<file path="src/rtl/hazard_scoreboard_pkg.sv">
// -----------------------------------------------------------------------------
// hazard_scoreboard_pkg
//   Shared types and constants for the decode-stage hazard scoreboard.
//   SB_CNT_WIDTH : default width of each per-register in-flight counter
//   sb_cnt_t     : per-register counter type
//   sb_hazard_t  : per-operand hazard flags, kept as a named signal for debug
// -----------------------------------------------------------------------------
package hazard_scoreboard_pkg;

    localparam int SB_CNT_WIDTH = 2;

    typedef logic [SB_CNT_WIDTH-1:0] sb_cnt_t;

    typedef struct packed {
        logic rs1;
        logic rs2;
        logic rd;
    } sb_hazard_t;

endpackage

</file>
<file path="src/rtl/hazard_scoreboard_sb_counter.sv">
// -----------------------------------------------------------------------------
// sb_counter
//   Saturating up/down counter holding the number of in-flight writes to one
//   architectural register.
//   clk, rst_n : clock, asynchronous active-low reset
//   inc, dec   : issue / retire event for this register (both -> no change)
//   clr        : flush; wins over inc/dec, which are then dropped
//   cnt        : current count
//   ovf        : this cycle's inc was refused because the counter is full
//   unf        : this cycle's dec was refused because the counter is empty
// -----------------------------------------------------------------------------
module sb_counter
    import hazard_scoreboard_pkg::*;
#(
    parameter int W = SB_CNT_WIDTH
) (
    input  logic         clk,
    input  logic         rst_n,
    input  logic         inc,
    input  logic         dec,
    input  logic         clr,
    output logic [W-1:0] cnt,
    output logic         ovf,
    output logic         unf
);

    localparam logic [W-1:0] MAX = '1;

    logic [W-1:0] cnt_q;
    logic [W-1:0] cnt_d;

    always_comb begin
        cnt_d = cnt_q;
        ovf   = 1'b0;
        unf   = 1'b0;
        if (clr) begin
            cnt_d = '0;
        end else if (inc && !dec) begin
            if (cnt_q == MAX) ovf = 1'b1;
            else              cnt_d = cnt_q + W'(1);
        end else if (dec && !inc) begin
            if (cnt_q == '0) unf = 1'b1;
            else             cnt_d = cnt_q - W'(1);
        end
    end

    always_ff @(posedge clk or negedge rst_n) begin
        if (!rst_n) cnt_q <= '0;
        else        cnt_q <= cnt_d;
    end

    assign cnt = cnt_q;

endmodule

</file>
<file path="src/rtl/hazard_scoreboard.sv">
// -----------------------------------------------------------------------------
// hazard_scoreboard
//   Per-register RAW/WAW scoreboard producing the decode-stage pause.
//   Issue events (dec->exe handshake) increment a register's in-flight count,
//   writeback retire events decrement it; x0 is never tracked.
//
//   Optional feature macro: SCOREBOARD_BYPASS_EN
//     defined   : a same-cycle final retire of a source register (or any
//                 retire of a saturated rd) releases the stall in that cycle,
//                 relying on register-file write-through on read.
//     undefined : pause depends on the registered counts only.
//
//   Ports
//     clk, rst_n         clock, asynchronous active-low reset
//     chk_*              decode-stage instruction being checked
//     iss_fire/rd_addr/rd_we  instruction leaving decode
//     ret_valid/rd_addr  register-file writeback
//     flush              discard all tracking (errors are kept)
//     pause              combinational decode stall
//     inflight_total     registered sum of all counters
//     err_overflow       sticky: issue to a saturated counter
//     err_underflow      sticky: retire of an empty counter
// -----------------------------------------------------------------------------
module hazard_scoreboard
    import hazard_scoreboard_pkg::*;
#(
    parameter int REG_NUM        = 32,
    parameter int REG_ADDR_WIDTH = 5,
    parameter int CNT_WIDTH      = SB_CNT_WIDTH,
    parameter int TOT_WIDTH      = 7
) (
    input  logic                      clk,
    input  logic                      rst_n,
    input  logic                      chk_valid,
    input  logic [REG_ADDR_WIDTH-1:0] chk_rs1_addr,
    input  logic                      chk_rs1_used,
    input  logic [REG_ADDR_WIDTH-1:0] chk_rs2_addr,
    input  logic                      chk_rs2_used,
    input  logic [REG_ADDR_WIDTH-1:0] chk_rd_addr,
    input  logic                      chk_rd_used,
    input  logic                      iss_fire,
    input  logic [REG_ADDR_WIDTH-1:0] iss_rd_addr,
    input  logic                      iss_rd_we,
    input  logic                      ret_valid,
    input  logic [REG_ADDR_WIDTH-1:0] ret_rd_addr,
    input  logic                      flush,
    output logic                      pause,
    output logic [TOT_WIDTH-1:0]      inflight_total,
    output logic                      err_overflow,
    output logic                      err_underflow
);

    localparam logic [CNT_WIDTH-1:0] CNT_MAX = '1;
    localparam logic [CNT_WIDTH-1:0] CNT_ONE = CNT_WIDTH'(1);

    logic [CNT_WIDTH-1:0] cnt_arr [REG_NUM];
    logic [REG_NUM-1:0]   inc_v;
    logic [REG_NUM-1:0]   dec_v;
    logic [REG_NUM-1:0]   ovf_v;
    logic [REG_NUM-1:0]   unf_v;

    // Entry 0 models x0: permanently empty, never counted.
    assign cnt_arr[0] = '0;
    assign inc_v[0]   = 1'b0;
    assign dec_v[0]   = 1'b0;
    assign ovf_v[0]   = 1'b0;
    assign unf_v[0]   = 1'b0;

    for (genvar r = 1; r < REG_NUM; r++) begin : g_cnt
        assign inc_v[r] = iss_fire && iss_rd_we && (iss_rd_addr == REG_ADDR_WIDTH'(r));
        assign dec_v[r] = ret_valid && (ret_rd_addr == REG_ADDR_WIDTH'(r));

        sb_counter #(.W(CNT_WIDTH)) u_cnt (
            .clk   (clk),
            .rst_n (rst_n),
            .inc   (inc_v[r]),
            .dec   (dec_v[r]),
            .clr   (flush),
            .cnt   (cnt_arr[r]),
            .ovf   (ovf_v[r]),
            .unf   (unf_v[r])
        );
    end

    // ---------------- hazard / pause ----------------
    sb_hazard_t           hz;
    logic [CNT_WIDTH-1:0] c_rs1, c_rs2, c_rd;
    logic                 rel_rs1, rel_rs2, rel_rd;

    always_comb begin
        c_rs1 = cnt_arr[chk_rs1_addr];
        c_rs2 = cnt_arr[chk_rs2_addr];
        c_rd  = cnt_arr[chk_rd_addr];
`ifdef SCOREBOARD_BYPASS_EN
        // Only the last outstanding write clears a source hazard early.
        rel_rs1 = ret_valid && (ret_rd_addr == chk_rs1_addr) && (c_rs1 == CNT_ONE);
        rel_rs2 = ret_valid && (ret_rd_addr == chk_rs2_addr) && (c_rs2 == CNT_ONE);
        // Any retire of rd frees a slot, so the overflow guard can relax.
        rel_rd  = ret_valid && (ret_rd_addr == chk_rd_addr);
`else
        rel_rs1 = 1'b0;
        rel_rs2 = 1'b0;
        rel_rd  = 1'b0;
`endif
        hz.rs1 = chk_rs1_used && (chk_rs1_addr != '0) && (c_rs1 != '0) && !rel_rs1;
        hz.rs2 = chk_rs2_used && (chk_rs2_addr != '0) && (c_rs2 != '0) && !rel_rs2;
        hz.rd  = chk_rd_used  && (chk_rd_addr  != '0) && (c_rd == CNT_MAX) && !rel_rd;
        pause  = chk_valid && (hz.rs1 || hz.rs2 || hz.rd);
    end

    // ---------------- total counter ----------------
    // At most one issue and one retire per cycle, so the total moves by at
    // most +/-1; an issue and retire of the same register cancel out.
    logic inc_hit, dec_hit, same_reg, inc_app, dec_app;
    logic [TOT_WIDTH-1:0] total_q, total_d;

    always_comb begin
        inc_hit  = iss_fire && iss_rd_we && (iss_rd_addr != '0);
        dec_hit  = ret_valid && (ret_rd_addr != '0);
        same_reg = inc_hit && dec_hit && (iss_rd_addr == ret_rd_addr);
        inc_app  = inc_hit && !same_reg && !flush && (cnt_arr[iss_rd_addr] != CNT_MAX);
        dec_app  = dec_hit && !same_reg && !flush && (cnt_arr[ret_rd_addr] != '0);
        if (flush) total_d = '0;
        else       total_d = total_q + TOT_WIDTH'(inc_app) - TOT_WIDTH'(dec_app);
    end

    logic ovf_q, unf_q;

    always_ff @(posedge clk or negedge rst_n) begin
        if (!rst_n) begin
            total_q <= '0;
            ovf_q   <= 1'b0;
            unf_q   <= 1'b0;
        end else begin
            total_q <= total_d;
            ovf_q   <= ovf_q | (|ovf_v);
            unf_q   <= unf_q | (|unf_v);
        end
    end

    assign inflight_total = total_q;
    assign err_overflow   = ovf_q;
    assign err_underflow  = unf_q;

endmodule

</file>
<file path="config.mk">
export PLATFORM = sky130hd
export DESIGN_NAME = hazard_scoreboard
export DESIGN_NICKNAME = d
export VERILOG_FILES = /design/src/rtl/hazard_scoreboard_pkg.sv /design/src/rtl/hazard_scoreboard_sb_counter.sv /design/src/rtl/hazard_scoreboard.sv
export SDC_FILE = /design/constraint.sdc
export NUM_CORES = 1
export LEC_CHECK = 0
export BUFFER_PORTS_ARGS = -buffer_cell sky130_fd_sc_hd__clkbuf_2
export CORE_AREA = 2 2 121 123
export CTS_CLUSTER_SIZE = 25
export DETAILED_ROUTE_END_ITERATION = 7
export DIE_AREA = 0 0 123 125
export MAX_ROUTING_LAYER = met4
export PLACE_DENSITY = 0.65
export SLEW_MARGIN = 40
export SYNTH_ARGS = -nofsm -noshare
export SYNTH_HDL_FRONTEND = slang
export SYNTH_SLANG_ARGS = --single-unit
</file>
<file path="constraint.sdc">
create_clock -name clk -period 4.23 [get_ports clk]
set_input_delay 0.846 -clock clk [delete_from_list [all_inputs] [get_ports clk]]
set_output_delay 0.846 -clock clk [all_outputs]
set_load 0.02 [all_outputs]
</file>
# Yosys cells after proc, flatten, opt, wreduce, memory -nomap -nowiden
# Cells that the tools add are included.
dict set report totals {
  word_cells 967
  in_bits 35
  reg_bits 71
  out_inout_bits 10
}
dict set report op_classes {
  n_lt_le_gt_ge 5
  bitwise 7
  mux 388
  add_sub_neg 64
  n_reduce_logical 311
  eq_ne 158
}
# operator count
set op_table {}
lappend op_table {{2-to-1 mux 2 bit} 165}
lappend op_table {{2-to-1 mux 1 bit} 217}
lappend op_table {{equality test 5 bit (second input constant)} 32}
lappend op_table {{logical AND 1 bit} 142}
lappend op_table {{inequality test 3 x 2 -> 1 bit (second input constant)} 31}
lappend op_table {{inequality test 3 bit (second input constant)} 31}
lappend op_table {{AND reduction 3 bit} 31}
lappend op_table {{nonzero test 3 bit} 31}
lappend op_table {{equality test 5 x 4 -> 1 bit (second input constant)} 16}
lappend op_table {{equality test 2 bit (second input constant)} 32}
lappend op_table {{zero test 1 bit} 64}
lappend op_table {{adder 2 x 1 -> 2 bit (second input constant)} 31}
lappend op_table {{zero test 2 bit} 31}
lappend op_table {{OR reduction 31 bit} 2}
lappend op_table {{subtractor 2 x 1 -> 2 bit (second input constant)} 31}
lappend op_table {{binary-select mux 2 bit (select 5 bit)} 5}
lappend op_table {{equality test 5 x 3 -> 1 bit (second input constant)} 8}
lappend op_table {{greater-or-equal comparator 6 bit (second input constant)} 5}
lappend op_table {{NOT 5 -> 6 bit} 5}
lappend op_table {{nonzero test 5 bit} 5}
lappend op_table {{equality test 5 x 2 -> 1 bit (second input constant)} 4}
lappend op_table {{equality test 5 x 1 -> 1 bit (second input constant)} 2}
lappend op_table {{adder 7 x 1 -> 7 bit} 1}
lappend op_table {{2-to-1 mux 7 bit} 1}
lappend op_table {{6 further kinds} 10}

# Logic depth before layout (Yosys ltp)
dict set report logic_depth {
  depth_word 11
  mapped_depth 20
  depth_no_buf 17
}

# Hierarchy
# Synthesis repeated with hierarchy kept, for this count alone.
dict set report hier_totals {
  cells_unflattened 922
  area_unflattened_um2 6891.6
}
# module area_each_um2 cells_each instances
set by_module_without_submodules {}
lappend by_module_without_submodules {sb_counter 128.9 15 31}
lappend by_module_without_submodules {hazard_scoreboard 2896.5 457 1}

# Least setup slack after synthesis
# No wires, ideal clock.
dict set report synth_timing {
  path_kind {input to register}
  startpoint {in iss_rd_addr[3]}
  endpoint {reg total_q[6], in the netlist inflight_total[6]}
  path_slack_ps 175
  n_path_buf 3
  required_ps 4095
  cell_stages 18
  t_arrival_ps 3920
  cell_sequence {buf_6 buf_2 buf_2 mux4_2 mux4_2 mux2_2 nand3b_1 ha_1 inv_1 ha_1 inv_1 fa_1 nor2b_1 o21ai_0 a21oi_1 o21ai_0 a21oi_1 nor3b_1}
}
dict set report synth_between {
  elab_chain_cells 11
}
# item line_no
set synth_rtl {}
lappend synth_rtl {{start, declared} hazard_scoreboard.sv:42} ;# input logic [REG_ADDR_WIDTH-1:0] iss_rd_addr,
lappend synth_rtl {{branches (longest 9 deep; another with adder 7 x 1 -> 7 bit)} n/a}
lappend synth_rtl {{subtractor 7 x 1 -> 7 bit *} hazard_scoreboard.sv:124} ;# else total_d = total_q + TOT_WIDTH'(inc_app) - TOT_WIDTH'(dec_app);
lappend synth_rtl {{2-to-1 mux 7 bit *} hazard_scoreboard.sv:123} ;# if (flush) total_d = '0;
lappend synth_rtl {{named net total_d[6]} hazard_scoreboard.sv:115} ;# logic [TOT_WIDTH-1:0] total_q, total_d;
lappend synth_rtl {{end signal, assigned} hazard_scoreboard.sv:135} ;# total_q <= total_d;
lappend synth_rtl {{end, declared} hazard_scoreboard.sv:115}
# Mark *: on every way through the listed nets, which the timed path passes. The select of a mux whose other input is x is not followed.
# A chain may end at the register's enable or synchronous reset.

# Worst setup path after layout
dict set report layout_timing {
  startpoint {reg g_cnt[3].u_cnt.cnt_q[1]}
  endpoint {reg total_q[6], in the netlist inflight_total[6]}
}
dict set report layout_between {
  elab_chain_cells 8
}
# item line_no
set layout_rtl {}
lappend layout_rtl {{start, declared} hazard_scoreboard_sb_counter.sv:29} ;# logic [W-1:0] cnt_q;
lappend layout_rtl {{start signal, assigned} hazard_scoreboard_sb_counter.sv:49} ;# else cnt_q <= cnt_d;
lappend layout_rtl {{binary-select mux 2 bit (select 5 bit)} hazard_scoreboard.sv:121} ;# inc_app = inc_hit && !same_reg && !flush && (cnt_arr[iss_rd_addr] != CNT_MAX);
lappend layout_rtl {{2-to-1 mux 2 bit (not written as such) (2 in series)} hazard_scoreboard.sv:121}
lappend layout_rtl {{inequality test 2 bit} hazard_scoreboard.sv:121}
lappend layout_rtl {{logical AND 1 bit} hazard_scoreboard.sv:121}
lappend layout_rtl {{adder 7 x 1 -> 7 bit} hazard_scoreboard.sv:124}
lappend layout_rtl {{subtractor 7 x 1 -> 7 bit *} hazard_scoreboard.sv:124}
lappend layout_rtl {{2-to-1 mux 7 bit *} hazard_scoreboard.sv:123}
lappend layout_rtl {{named net total_d[6]} hazard_scoreboard.sv:115}
# Mark *: on every way through the listed nets, which the timed path passes. The rest lies on a longest branch. The select of a mux whose other input is x is not followed.

==> flow_summary_export.csv <==
group,metric,value,unit
global_route,grt-ovfl-total,0,
sta,whs,475,ps
clock_network,path_clk_slew,60,ps
detailed_routing,routed_wl,30500,microns
worst_setup_path,worstRegToRegCells,16,
layout,multi_input_area,4680,sq um
layout,fillCellCount,1354,
layout,layout-drive-gt1-share,19.8,%
global_route,antenna_found_initial,0,
outcome,status,"finished, final reports clean",
clock_network,clkLatencyLatePin,350,ps
placement,placed_area,7530,sq um
floorplan,start_util,48.4,%
sta,fin_crit_sh,96.7,%
sta,clock-skew-final,9.09,ps
power,powerDensity,271,nW/um^2
detailed_routing,dr.first_iter.drc_count,1088,
synth,synth-seq-cells,71,
power,ir_drop,0.172,mV
global_route,grt_max_degree,75,
job,max_cap_violations,0,
placement,hpwlAfterDp,23900,microns
floorplan,fp.dieW,123,microns
worst_setup_path,critical_path_class,"flop to flop",
clock_network,clock_sinks,71,
layout,nets,974,
sta,setup_viol,0,
floorplan,pin_count,45,
synth,synth-edff-count,0,
clock_network,clockRootBuffer,"clkbuf_16",
floorplan,die_h,125,microns
sta,slew_headroom,36.8,%
clock_network,tritoncts,"built",
layout,stdcell_area,7910,sq um
worst_setup_path,reg2reg_slack,140,ps
synth,syn_area,6870,sq um
sta,worst_slack,139,ps
worst_setup_path,start_kind,"flop",
worst_setup_path,cp-end-kind,"flop",
worst_setup_path,crit_required,4430,ps
synth,synthesis.nets,913,
detailed_routing,route.vias.total,7908,
worst_setup_path,r2r-start,"g_cnt[3].u_cnt.cnt[1]",
sta,period_needed,4090,ps
detailed_routing,viasPerCell,7.07,
sta,hold_viol,0,
detailed_routing,ant_nets,0,
synth,syn_inst,870,
worst_setup_path,crit_arrival,4300,ps
placement,dp_slack,-234,ps
floorplan,coreArea,14200,sq um
floorplan,rows,44,
global_route,track_usage,41.6,%
placement,gp_congestion,1.08,
power,p_leak,0.00295,uW
clock_network,cts_buffers,9,
synth,ys_seq_area_share,25.9,%
global_route,grt_pass1_vias,7466,
clock_network,htreeDepth,3,
synth,synth.top_cell.area_share,25.9,%
synth,ys_types,76,
synth,yosysWarnings,0,
synth,avgSynthCellArea,7.90,sq um
layout,area_delta_synth_final,15.1,%
worst_setup_path,worst_r2r_endpoint,"inflight_total[6]",
synth,ys_top_cells_by_area,"dfrtp_1 26%, mux4_2 10%, nand2_1 5.7%, o21ai_0 5.5%, a211oi_1 4.9%",
clock_network,cts.path.max_buffers,2,
layout,diodes,0,
sta,tightest_slew,924,ps
hold_path,hold_class,"input port to asynchronous set/reset pin",
layout,ff_latch_area,1780,sq um
global_route,grt_pass1_wl,45100,microns
clock_network,cts.hold.buffers_added,0,
floorplan,die-area,15400,sq um
worst_setup_path,crit_path_max_fanout,8,
detailed_routing,avgRoutedWirePerCell,27.3,microns
detailed_routing,first_pass_iters,8,
placement,io_buffers,44,
sta,fmax,244,MHz
sta,maxSlewViolCount,0,
synth,synth_largest_area_cell,"dfrtp_1",
synth,synth_flop_cell,"dfrtp_1",
synth,ys_async_sr_fraction,100,%
detailed_routing,drc,0,
power by group:
group	switching [uW]	internal (uW)	leakage, uW
Clock	312	590	0.000165
Combinational	323	193	0.00181
Sequential	20.0	702	0.000980
state kept, by name, summed over array words and instances (netlist names):
register         cells
inflight_total       7
err_underflow        1
g_cnt.u_cnt.cnt     62
err_overflow         1
worst max-delay path: stages (launching register included):
cell and delay [ps]:
dfrtp_1 480, nand2_1 270, mux4_2 500, mux4_2 480, mux2_2 300, nand3b_1 100, ha_1 230, inv_1 80
ha_1 160, inv_1 50, fa_1 370, nor2b_1 170, o21ai_0 120, a21oi_1 190, o21ai_0 130, a21oi_1 220
nor3b_2 70
logic make-up after synthesis:
group,Yosys count,share of synthesized area [%]
flip-flops,71,25.9
AND/OR/NAND/NOR,355,26.3
XOR/XNOR,9,1.15
adder cells (fa/ha/maj),8,1.57
buffers and inverters,100,6.43
multiplexers,39,11.4
AO/OA/AOI/OAI,288,27.3
per-layer routing:
layer  vias to the layer above  track usage [%]  part of all wire (%)
met1                      3824             52.8                    38
li1                       3408                -                     -
met2                       563             60.5                    44
met5                         -                -                     0
met4                         0             20.9                   5.6
met3                       113             11.6                    12
layout make-up:
cell class                 instances  area share [%]
clock inverter                     5            1.34
timing repair buffer             110            9.25
inverter                          40            1.90
clock buffer                      10            3.02
tap                              184            2.91
sequential                        71            22.5
multi-input combinational        699            59.1
how the worst max path moves through the flow:
| stage | cells after the start | start | slack [ps] | end |
|---|---|---|---|---|
| finish | 16 | g_cnt[3].u_cnt.cnt[1] | 140 | inflight_total[6] |
| global route | 16 | g_cnt[3].u_cnt.cnt[1] | -30 | inflight_total[6] |
| CTS | 16 | iss_rd_addr[2] | 130 | inflight_total[6] |
| detailed placement | 16 | iss_rd_addr[2] | -230 | inflight_total[6] |
| global placement | 16 | iss_rd_addr[2] | -50 | inflight_total[6] |
| floorplan | 18 | iss_rd_addr[3] | 170 | inflight_total[6] |
what timing repair did:
item | 4_1_cts | 5_1_grt
endpoints found under the hold margin | 0 | 0
setup endpoints to repair | 0 | 1
buffers inserted | 0 | 1
resized for setup | 0 | 6
layout by cell type, fill, tap and decap left out, types with 5 or more instances in the layout:
| master | instances |
|---|---|
| o21ai_0 | 75 |
| nor3_1 | 22 |
| nor2b_1 | 13 |
| dfrtp_1 | 71 |
| nor4_1 | 6 |
| nand3_1 | 44 |
| clkbuf_16 | 9 |
| nand4_1 | 11 |
| a2111oi_0 | 7 |
| nand2b_1 | 13 |
| a211oi_1 | 45 |
| nor2_1 | 80 |
| or3_1 | 6 |
| o22ai_1 | 6 |
| buf_4 | 64 |
| o2111ai_1 | 6 |
| and4b_1 | 5 |
| o211ai_1 | 23 |
| clkbuf_2 | 42 |
| and3_1 | 7 |
| a21o_1 | 12 |
| nand2_1 | 105 |
| or2_2 | 8 |
| a21oi_1 | 61 |
| inv_1 | 39 |
| ha_1 | 7 |
| mux4_2 | 31 |
| xor2_1 | 6 |
Yosys cell counts (all sizes together) (7+ instances only):
cell type  number
a2111oi        10
a211oi         45
a21o           12
a21oi          61
and3            7
buf            32
clkbuf         28
dfrtp          71
ha              7
inv            40
mux4           31
nand2         105
nand2b         13
nand3          44
nand4          11
nor2           81
nor2b          13
nor3           22
o211ai         23
o21ai          76
or2             8
metrics by stage:
| stage | util, % | TNS [ps] | power, uW | instances |
|---|---|---|---|---|
| finish | 55.7 | 0 | 2140 | 1119 |
| global route | 55.7 | -26.9 | 2220 | 1119 |
| CTS | 55.4 | 0 | 2120 | 1118 |
| detailed placement | 53.0 | -234 | 1220 | 1103 |
| global placement | 53.0 | -47.4 | 1200 | 1103 |
| floorplan | - | 0 | 1040 | 870 |
Power figures use the tool's default switching activity.
